==> src/rtl/seg_display_capture.sv <==
// seg_display_capture
//   Monitors a multiplexed two-digit seven-segment bus. It debounces each
//   digit phase, decodes the segment pattern to BCD and reassembles a
//   0-99 value.
// Parameters
//   STABLE_CYCLES : number of identical consecutive samples needed to accept
//                   a digit (2..255)
//   ACTIVE_LOW    : 1 = segment inputs are active-low
// Ports
//   Clk, Rst      : clock and synchronous active-high reset
//   A..G          : segment lines (A top, G middle)
//   SegSel        : 1 = tens digit phase, 0 = ones digit phase
//   Tens, Ones    : last committed BCD digits
//   Value         : Tens*10 + Ones
//   Valid         : a complete frame has been committed at least once
//   Changed       : one-cycle pulse when a commit changes Value (or is the first)
//   Err           : one-cycle pulse when a stable pattern is not a legal digit
module seg_display_capture #(
  parameter int unsigned STABLE_CYCLES = 4,
  parameter bit          ACTIVE_LOW    = 1'b0
) (
  input  logic       Clk,
  input  logic       Rst,
  input  logic       A,
  input  logic       B,
  input  logic       C,
  input  logic       D,
  input  logic       E,
  input  logic       F,
  input  logic       G,
  input  logic       SegSel,
  output logic [3:0] Tens,
  output logic [3:0] Ones,
  output logic [6:0] Value,
  output logic       Valid,
  output logic       Changed,
  output logic       Err
);

  typedef enum logic [1:0] {EMPTY, T_ONLY, O_ONLY, COMMIT} state_e;

  localparam logic [7:0] RUN_MAX = 8'(STABLE_CYCLES);
  localparam logic [6:0] SEG_INV = {7{ACTIVE_LOW}};

  logic [7:0] samp_d, samp_q;
  logic [7:0] run_d, run_q;
  logic       accept_d, acc_q;
  state_e     state_q, stage_state_d;
  logic [3:0] t_tens_q, t_ones_q;
  logic [3:0] tens_q, ones_q;
  logic [6:0] value_d, value_q;
  logic       valid_q, chg_q, err_q;
  logic [3:0] dec_digit;
  logic       dec_legal, dec_blank;

  always_comb begin
    samp_d   = {SegSel, {A, B, C, D, E, F, G} ^ SEG_INV};
    run_d    = 8'd1;
    accept_d = 1'b0;
    if (samp_d == samp_q) begin
      run_d    = (run_q == RUN_MAX) ? run_q : run_q + 8'd1;
      accept_d = (run_q == RUN_MAX - 8'd1);
    end
  end

  // Decode always looks at samp_q: on the accept edge samp_d equals samp_q,
  // and on the following (staging) edge samp_q still holds that same pattern.
  always_comb begin
    dec_digit = 4'd0;
    dec_legal = 1'b1;
    dec_blank = 1'b0;
    case (samp_q[6:0])
      7'h7E:   dec_digit = 4'd0;
      7'h30:   dec_digit = 4'd1;
      7'h6D:   dec_digit = 4'd2;
      7'h79:   dec_digit = 4'd3;
      7'h33:   dec_digit = 4'd4;
      7'h5B:   dec_digit = 4'd5;
      7'h5F:   dec_digit = 4'd6;
      7'h70:   dec_digit = 4'd7;
      7'h7F:   dec_digit = 4'd8;
      7'h7B:   dec_digit = 4'd9;
      7'h00: begin
        dec_legal = 1'b0;
        dec_blank = 1'b1;
      end
      default: dec_legal = 1'b0;
    endcase
  end

  // Next frame-assembly state for a non-blank accept.
  always_comb begin
    stage_state_d = state_q;
    if (dec_legal) begin
      if (samp_q[7]) begin
        stage_state_d = (state_q == O_ONLY) ? COMMIT : T_ONLY;
      end else begin
        stage_state_d = (state_q == T_ONLY) ? COMMIT : O_ONLY;
      end
    end else if (samp_q[7] && state_q == T_ONLY) begin
      stage_state_d = EMPTY;
    end else if (!samp_q[7] && state_q == O_ONLY) begin
      stage_state_d = EMPTY;
    end
  end

  always_comb begin
    value_d = ({3'b000, t_tens_q} << 3) + ({3'b000, t_tens_q} << 1) + {3'b000, t_ones_q};
  end

  always_ff @(posedge Clk) begin
    if (Rst) begin
      samp_q   <= '0;
      run_q    <= '0;
      acc_q    <= 1'b0;
      state_q  <= EMPTY;
      t_tens_q <= '0;
      t_ones_q <= '0;
      tens_q   <= '0;
      ones_q   <= '0;
      value_q  <= '0;
      valid_q  <= 1'b0;
      chg_q    <= 1'b0;
      err_q    <= 1'b0;
    end else begin
      samp_q <= samp_d;
      run_q  <= run_d;
      acc_q  <= accept_d;
      err_q  <= accept_d && !dec_blank && !dec_legal;
      chg_q  <= 1'b0;
      if (state_q == COMMIT) begin
        tens_q  <= t_tens_q;
        ones_q  <= t_ones_q;
        value_q <= value_d;
        valid_q <= 1'b1;
        chg_q   <= !valid_q || (value_d != value_q);
        state_q <= EMPTY;
      end else if (acc_q && !dec_blank) begin
        if (dec_legal && samp_q[7])  t_tens_q <= dec_digit;
        if (dec_legal && !samp_q[7]) t_ones_q <= dec_digit;
        state_q <= stage_state_d;
      end
    end
  end

  assign Tens    = tens_q;
  assign Ones    = ones_q;
  assign Value   = value_q;
  assign Valid   = valid_q;
  assign Changed = chg_q;
  assign Err     = err_q;

endmodule

==> config.mk <==
export PLATFORM = sky130hd
export DESIGN_NAME = seg_display_capture
export DESIGN_NICKNAME = d
export VERILOG_FILES = /design/src/rtl/seg_display_capture.sv
export SDC_FILE = /design/constraint.sdc
export NUM_CORES = 1
export LEC_CHECK = 0
export CAP_MARGIN = 20
export CORE_ASPECT_RATIO = 2
export CORE_MARGIN = 8
export CORE_UTILIZATION = 30
export DETAILED_ROUTE_END_ITERATION = 8
export GPL_TIMING_DRIVEN = 0
export PLACE_DENSITY = 0.51
export RECOVER_POWER = 25
export SLEW_MARGIN = 10
export SYNTH_ARGS = -nofsm -noshare
export SYNTH_HDL_FRONTEND = slang
export SYNTH_SLANG_ARGS = --single-unit
export TNS_END_PERCENT = 30
==> constraint.sdc <==
create_clock -name Clk -period 3.1 [get_ports Clk]
set_input_delay 0.62 -clock Clk [delete_from_list [all_inputs] [get_ports Clk]]
set_output_delay 0.62 -clock Clk [all_outputs]
set_load 0.01 [all_outputs]
==> metrics.cfg <==
[sta]
setup-violations-final=0
slew_headroom=0.573
fin_hold_ws_ps=453
maxClockFrequency_mhz=381
post-route-period-util=0.848
setup_slack_ps=472
timing.final.crit_period_ps=2630
worst_clock_skew_ps=8.10
final_hold_viol_count=0
count_of_final_max_slew_check_failures=0
worst_margin_slew_ps=637
rsz_0062_raised_after_global_routing=no
final.setup.tns_ps=0

[worst_setup_path]
setup.worst_path.end=Changed$_SDFF_PP0_
worst_setup_path_startpoint=t_tens_q[0]$_SDFFE_PP0P_
worst-path-max-fanout=4
setup.worst_path.start_class=flop
regToRegStartpoint=t_tens_q[0]$_SDFFE_PP0P_
worst-r2r-setup-slack_ps=470
worst-endpoint-required_ps=3250
crit_reg_reg_endpoint=Changed$_SDFF_PP0_
cp.arrival_ps=2780
path_class=flop to flop
worstRegToRegCells=9
setup.worst_path.end_class=flop

[pwr]
power.share.switching=0.213
clockPowerShare=0.477
power_leakage_nw=1.04
internal-power_w=0.000991
power.switching_w=0.000269
power.density_cell_area_nw_per_um2=439
power.total_w=0.00126
vdd_drop_max_mv=0.228
combinational_cell_fraction_of_total_power=0.066
sequentialPowerShare=0.457

[global_route]
global_route.overflow_total=0
grt_first_pass_wirelength_mm=9.05
maximum_number_of_pins_on_one_net_before_global_route_repair=14
grt_pass1_vias=1935
grt_util_overall=0.104
antenna_found_initial=0

[floorplan]
design.die.area_um2=11000
die_height_um=140
start_util=0.307
pin_count=28
floorplan.die.width_um=78.2
core-area_um2=7540
rows=45

[synth]
synthDistinctLibCells=48
synthTopCellsByCount=sky130_fd_sc_hd__dfxtp_1, sky130_fd_sc_hd__nand2_1, sky130_fd_sc_hd__a21oi_1, sky130_fd_sc_hd__xnor2_1, sky130_fd_sc_hd__nor2_1
netlist_instances=255
seq_area_frac_synth=0.380
yosysTopAreaCellShare=0.380
number_of_enable_type_register_cells_in_the_synthesized_netlist=0
synth_most_common_cell=sky130_fd_sc_hd__dfxtp_1
ys_warnings=0
synth.cell_area_um2=2320
synth.ff_latch_count=44
ys_flop_type=sky130_fd_sc_hd__dfxtp_1
yosys.area.top_type=sky130_fd_sc_hd__dfxtp_1
post_synth.cell_area_avg_um2=9.09
async_flop_share=0
synth_fp_nets=276
top_cells_by_area_synth=sky130_fd_sc_hd__dfxtp_1, sky130_fd_sc_hd__xnor2_1, sky130_fd_sc_hd__nand2_1

[cts]
ctsHtreeMaxLevel=2
cts.root.buffer_cell=sky130_fd_sc_hd__clkbuf_16
cts_num_sinks=44
cts-buffers-inserted=5
cts.repair.resized=0
post-cts-setup-buffer-count=0
cts_buffer_depth=2
cts_tree=built
insertion_delay_ps=290
clk_pin_slew_ps=70
post_cts_hold_buffer_count=0

[placed_design]
detailedPlacementHpwl_mm=4.14
weighted_congestion_at_the_end_of_routability_driven_global_placement=0.804
buffer_ports.inserted=27
post-place-ws_ps=447

[layout]
final_layout_size_suffix_gt1_frac=0.110
number_of_filler_cells_placed_in_the_layout=829
diodes=0
design.final.nets=310
flow.area_growth_from_synthesis_pct=23.6

[detailed_routing]
post_drt_via_cell_ratio=4.76
detail_route.drc_violations=0
detailedRoute.firstIterationViolations=60
routed_wl_mm=5.24
first_pass_iters=4
detail-route-antenna-nets=0
routed_wire_length_per_instance_um=13.6
vias=1829

[job]
timing.max_cap.violations=0

[min_path]
hold_path_class=flop to flop

[run_status]
run_status=finished, final reports clean

[critical path, stage by stage (launching register included)]
cell and delay, ps:
sky130_fd_sc_hd__dfxtp_1 410, sky130_fd_sc_hd__inv_1 90, sky130_fd_sc_hd__fa_1 530, sky130_fd_sc_hd__inv_1 70
sky130_fd_sc_hd__fa_1 450, sky130_fd_sc_hd__xnor2_1 270, sky130_fd_sc_hd__xor2_1 170, sky130_fd_sc_hd__nand3_1 110
sky130_fd_sc_hd__nor4_1 250, sky130_fd_sc_hd__a311oi_1 140
[flip-flops by register name, indices dropped and copies added (netlist names), 2 cells and up]
signal,count
Ones,4
samp_q,8
run_q,8
Value,6
Tens,4
state_q,2
t_tens_q,4
t_ones_q,4
[power groups by stage]
stage          registers (W)  clock network [W]   logic, W
4_1_cts             0.000575           0.000623  0.0000856
5_1_grt             0.000576           0.000646  0.0000914
3_3_place_gp        0.000588                  0  0.0000847
3_5_place_dp        0.000588                  0  0.0000853
2_1_floorplan       0.000587                  0  0.0000571
6_report            0.000575           0.000601  0.0000833
[layout by cell type (no fill, tap or decap), types with 2 or more instances in the layout]
master / count
sky130_fd_sc_hd__and3_1: 2
sky130_fd_sc_hd__nor3_1: 3
sky130_fd_sc_hd__inv_1: 10
sky130_fd_sc_hd__clkbuf_1: 6
sky130_fd_sc_hd__clkdlybuf4s50_1: 23
sky130_fd_sc_hd__a311oi_1: 2
sky130_fd_sc_hd__dlygate4sd3_1: 4
sky130_fd_sc_hd__o21ai_0: 3
sky130_fd_sc_hd__o211ai_1: 3
sky130_fd_sc_hd__nand3_1: 9
sky130_fd_sc_hd__mux2_1: 2
sky130_fd_sc_hd__buf_6: 7
sky130_fd_sc_hd__fa_1: 2
sky130_fd_sc_hd__ha_1: 9
sky130_fd_sc_hd__a211oi_1: 2
sky130_fd_sc_hd__nand4_1: 3
sky130_fd_sc_hd__nand2_1: 41
sky130_fd_sc_hd__nor2b_1: 12
sky130_fd_sc_hd__nor2_1: 15
sky130_fd_sc_hd__or3_1: 2
sky130_fd_sc_hd__a21oi_1: 18
sky130_fd_sc_hd__mux2i_1: 5
sky130_fd_sc_hd__xor2_1: 8
sky130_fd_sc_hd__xnor2_1: 18
sky130_fd_sc_hd__a21oi_2: 4
sky130_fd_sc_hd__a21o_1: 2
sky130_fd_sc_hd__dfxtp_1: 44
sky130_fd_sc_hd__clkbuf_16: 5
sky130_fd_sc_hd__nor4_1: 2
[metal layers]
metal	vias to the layer above	routed length, um	global-route usage
met5	-	0	0
met1	854	1840	0.0906
met4	0	176	0.0639
met3	12	220	0.0263
li1	928	-	-
met2	35	3000	0.199
[cell families after synthesis]
family | after synthesis | synth area share
simple gates | 102 | 0.227
fa+ha+maj | 11 | 0.0658
mux | 7 | 0.0313
flops | 44 | 0.380
buf+inv | 24 | 0.0691
xor+xnor | 26 | 0.0982
compound gates | 41 | 0.129
[cell type report]
type | count | area (um2) | share of cell area
flip-flops and latches | 44 | 881 | 0.307
inverters | 10 | 37.5 | 0.0131
plain buffers | 14 | 119 | 0.0415
repair buffers | 27 | 270 | 0.0943
well taps | 94 | 118 | 0.0410
clock buffers | 6 | 129 | 0.0450
clock inverters | 2 | 35.0 | 0.0122
multi-input cells | 187 | 1280 | 0.446
[through the flow]
stage                     area [um2]   util  instances
after floorplan                 2320      -        255
after global placement          2710  0.359        376
after detailed placement        2710  0.359        376
after CTS                       2870  0.380        384
after global routing            2870  0.380        384
final                           2870  0.380        384
[how the worst min path moves through the flow]
stage	start	cells after the start	endpoint	slack (ps)
after floorplan	t_ones_q[1]$_SDFFE_PP0P_	2	Ones[1]$_SDFFE_PP0P_	440
after global placement	Tens[2]$_SDFFE_PP0P_	2	Tens[2]$_SDFFE_PP0P_	440
after detailed placement	Ones[2]$_SDFFE_PP0P_	2	Ones[2]$_SDFFE_PP0P_	450
after CTS	Ones[2]$_SDFFE_PP0P_	2	Ones[2]$_SDFFE_PP0P_	460
after global routing	Tens[1]$_SDFFE_PP0P_	2	Tens[1]$_SDFFE_PP0P_	480
final	Ones[3]$_SDFFE_PP0P_	2	Ones[3]$_SDFFE_PP0P_	450
Power figures use the tool's default switching activity.
==> patch 1 (same flow settings) <==
Reset style: asynchronous (`Rst`), changed in one clocked block. Comments in the files are not updated.
--- a/src/rtl/seg_display_capture.sv
+++ b/src/rtl/seg_display_capture.sv
@@ -108,7 +108,7 @@
     value_d = ({3'b000, t_tens_q} << 3) + ({3'b000, t_tens_q} << 1) + {3'b000, t_ones_q};
   end
 
-  always_ff @(posedge Clk) begin
+  always_ff @(posedge Clk or posedge Rst) begin
     if (Rst) begin
       samp_q   <= '0;
       run_q    <= '0;
Check against the original RTL: differs if Rst is asserted again (counterexample within 10 cycles, from zero or initial values and one cycle with Rst high); with Rst held inactive, the same outputs for 10 cycles.
==> patch 1 against the original RTL <==
  * Wire length decreased by 15%
  * Power decreased by 9.8%
  * Core utilization decreased by 0.57 points
  * Setup slack improved by 0.064 ns
  * Sequential cell count unchanged
  * Synthesized area decreased by 2.8%
  * Final area decreased by 3.0%
  * Combinational power decreased by 24%
==> patch 1: results <==
export IMPL_ys_types=37
export IMPL_post_dp_cell_area_um2=2660
export IMPL_ir_drop_v=0.000209
export IMPL_grt_met2_usage=0.146
export IMPL_grt_pass1_wl_um=8100
export IMPL_hold_ws_ns=0.491
export IMPL_area_growth_pct=23.4
export IMPL_r2r_slack_ns=0.54
export IMPL_grt_start_max_net_pins=36
export IMPL_nonClkBufAreaFrac=0.123
export IMPL_p_leak_nw=1.31
export IMPL_clock_cell_area_share=0.0481
export IMPL_r2r_end="Changed"
export IMPL_flops_and_latches=44
export IMPL_place_worst_setup_slack_ns=0.479
export IMPL_hpwl_um=3400
export IMPL_cpPeakStageDelay_ns=0.55
export IMPL_globalplace_congestion=0.707
export IMPL_wl_met1_um=2000
export IMPL_async_flop_share=1.00
export IMPL_grtUsageMet1=0.111
export IMPL_seq_area_um2=1100
export IMPL_drt_iter0_markers=72
export IMPL_multiInputGateArea_um2=1040
export IMPL_ys_seq_area_frac=0.488
export IMPL_nNonClkBuffers=39
export IMPL_hold_end="Tens[2]"
export IMPL_status="completed"
export IMPL_finalNetCount=265
export IMPL_routed_via_density=4.77
export IMPL_fillerInstances=768
export IMPL_first_global_vias=1690
export IMPL_min_from="Tens[2]"
export IMPL_worst_path_max_fanout=3
export IMPL_met2WireLength_um=2180
export IMPL_avgSynthCellArea_um2=10.8
export IMPL_ctsResizeCount=0
export IMPL_firstDrtPassIters=4
export IMPL_synth_area_top_cells="dfrtp_1 49%, xor2_1 8.2%, ha_1 5.0%"
export IMPL_inv_count=12
export IMPL_fin_worst_skew_ns=0.00282
export IMPL_track_usage=0.0909
export IMPL_synthesis_nets=230
export IMPL_worst_pin_slew_ns=0.865
export IMPL_drive_gt1_frac=0.111
export IMPL_nMultiInputCombCells=142
export IMPL_synthTopCellsByCount="44 x dfrtp_1, 21 x xor2_1, 17 x nand2_1"
export IMPL_r2r_start="t_tens_q[0]"
export IMPL_wl_um=4440
export IMPL_clk_latency_ns=0.28
export IMPL_placed_cells=331
export IMPL_yosysWarnings=0
[patch 1: changes by cell type after synthesis, moves of 5 or more]
cell / before / now
o21ai_0: 3 / 15
xor2_1: 8 / 21
nor2b_1: 12 / 0
dfxtp_1: 44 / 0
a21oi_1: 18 / 3
nand2_1: 41 / 17
mux2_2: 0 / 8
dfrtp_1: 0 / 44
xnor2_1: 18 / 4
buf_6: 7 / 2
[patch 1: kinds of logic (layout without fill, tap and decap cells)]
group           count (synthesis)  after routing  share of synthesized area
simple gates                   60             60                      0.134
xor+xnor                       25             25                     0.0971
flops                          44             44                      0.488
mux                            14             14                     0.0744
buf+inv                        23             58                     0.0494
compound gates                 32             32                     0.0893
fa+ha+maj                      11             11                     0.0677
[patch 1: worst max-delay path: cells and delay by family, from the launching register on]
kind,cells,cell delay [ns]
AO/OA/AOI/OAI,1,0.13
XOR/XNOR,2,0.39
flip-flops,1,0.35
AND/OR/NAND/NOR,2,0.38
buffers and inverters,2,0.17
adder cells (fa/ha/maj),2,1.00
[patch 1: power by group]
group	leakage [nW]	switching, mW	internal (mW)	total (mW)
Clock	0.0667	0.197	0.293	0.490
Sequential	0.591	0.00251	0.580	0.582
Combinational	0.648	0.0388	0.0246	0.0634
Total	1.31	0.239	0.897	1.14
[patch 1: how the worst max path moves through the flow]
stage                   end   startpoint  cells past startpoint  slack [ns]
finish              Changed  t_tens_q[0]                      9        0.54
global route        Changed  t_tens_q[0]                      9        0.25
CTS                 Changed  t_tens_q[0]                      9        0.51
detailed placement      Err            B                      6        0.48
global placement        Err            B                      6        0.51
floorplan           Changed  t_tens_q[0]                      9        0.77
==> patch 2 (config.mk and constraints unchanged) <==
Without the edit above. Change the parameter `ACTIVE_LOW` from 1'b0 to 1'b1.
--- a/src/rtl/seg_display_capture.sv
+++ b/src/rtl/seg_display_capture.sv
@@ -17,7 +17,7 @@
 //   Err           : one-cycle pulse when a stable pattern is not a legal digit
 module seg_display_capture #(
   parameter int unsigned STABLE_CYCLES = 4,
-  parameter bit          ACTIVE_LOW    = 1'b0
+  parameter bit          ACTIVE_LOW    = 1'b1
 ) (
   input  logic       Clk,
   input  logic       Rst,
Check against the original RTL: not equivalent (Yosys sat finds a counterexample within 10 cycles, from zero or initial values and one cycle with Rst high).
==> patch 2 against the original RTL <==
  * Setup slack got worse by 0.041 ns
  * Final area fell by 1.7%
  * Wire length fell by 5.5%
  * Critical path depth did not move
  * Global-route usage fell by 0.43 points
  * Via count fell by 2.7%
  * Sequential cell count did not move
  * Power rose by 5.1%
  * Synthesized area fell by 2.9%
  * Sequential share of layout area rose by 0.52 points
  * Critical path type unchanged
  * Critical endpoint unchanged
  * Largest cell class unchanged
==> patch 2: results <==
export IMPL_status="completed"
export IMPL_hpwl_um=3920
export IMPL_ys_types=43
export IMPL_drive_gt1_frac=0.0775
export IMPL_cpPeakStageDelay_ns=0.50
export IMPL_finalNetCount=305
export IMPL_worst_path_max_fanout=3
export IMPL_p_leak_nw=1.11
export IMPL_drt_iter0_markers=61
export IMPL_fillerInstances=784
export IMPL_p_int_mw=1.06
export IMPL_wl_um=4950
export IMPL_synthTopCellsByCount="44 x dfxtp_1, 38 x nand2_1, 22 x nor2_1"
export IMPL_crit_start="t_tens_q[2]"
export IMPL_routed_via_density=4.73
export IMPL_post_dp_cell_area_um2=2640
export IMPL_ys_seq_area_frac=0.391
export IMPL_min_from="Tens[1]"
export IMPL_arrival_ns=2.82
export IMPL_synth_compound_area_frac=0.0856
export IMPL_hold_end="Tens[1]"
export IMPL_syn_inst=250
export IMPL_synth_xor_area_frac=0.101
export IMPL_track_usage=0.0995
export IMPL_grt_pass1_wl_um=8530
export IMPL_post_drt_wl_per_cell_um=13.2
export IMPL_place_worst_setup_slack_ns=0.385
export IMPL_ctsResizeCount=0
export IMPL_fmax_mhz=375
export IMPL_synth_mux_area_frac=0.0433
export IMPL_final_area_um2=2820
export IMPL_r2r_cells=9
export IMPL_hold_ws_ns=0.452
export IMPL_globalplace_congestion=0.751
export IMPL_synth_area_top_cells="dfxtp_1 39%, nand2_1 6.3%, xor2_1 5.4%"
export IMPL_placed_cells=369
export IMPL_synthAdderAreaFrac=0.0678
-- patch 2: power groups by stage --
stage	combinational [mW]	sequential, mW	clock [mW]
finish	0.0713	0.576	0.677
global route	0.0791	0.577	0.716
CTS	0.0736	0.576	0.699
detailed placement	0.0735	0.589	0
global placement	0.0733	0.589	0
floorplan	0.0470	0.588	0
-- patch 2: layout make-up --
| type | instances | share of cell area |
|---|---|---|
| multi-input cells | 184 | 0.439 |
| flip-flops and latches | 44 | 0.312 |
| repair buffers | 27 | 0.0959 |
| clock buffers | 5 | 0.0444 |
| well taps | 92 | 0.0408 |
| plain buffers | 14 | 0.0351 |
| clock inverters | 2 | 0.0213 |
| inverters | 8 | 0.0107 |
-- patch 2: per-layer routing --
layer,vias to the layer above,share of wire,global-route usage
met5,-,0,0
met4,0,0.029,0.0581
met3,9,0.043,0.0286
met2,37,0.59,0.196
met1,826,0.34,0.0817
li1,907,-,-
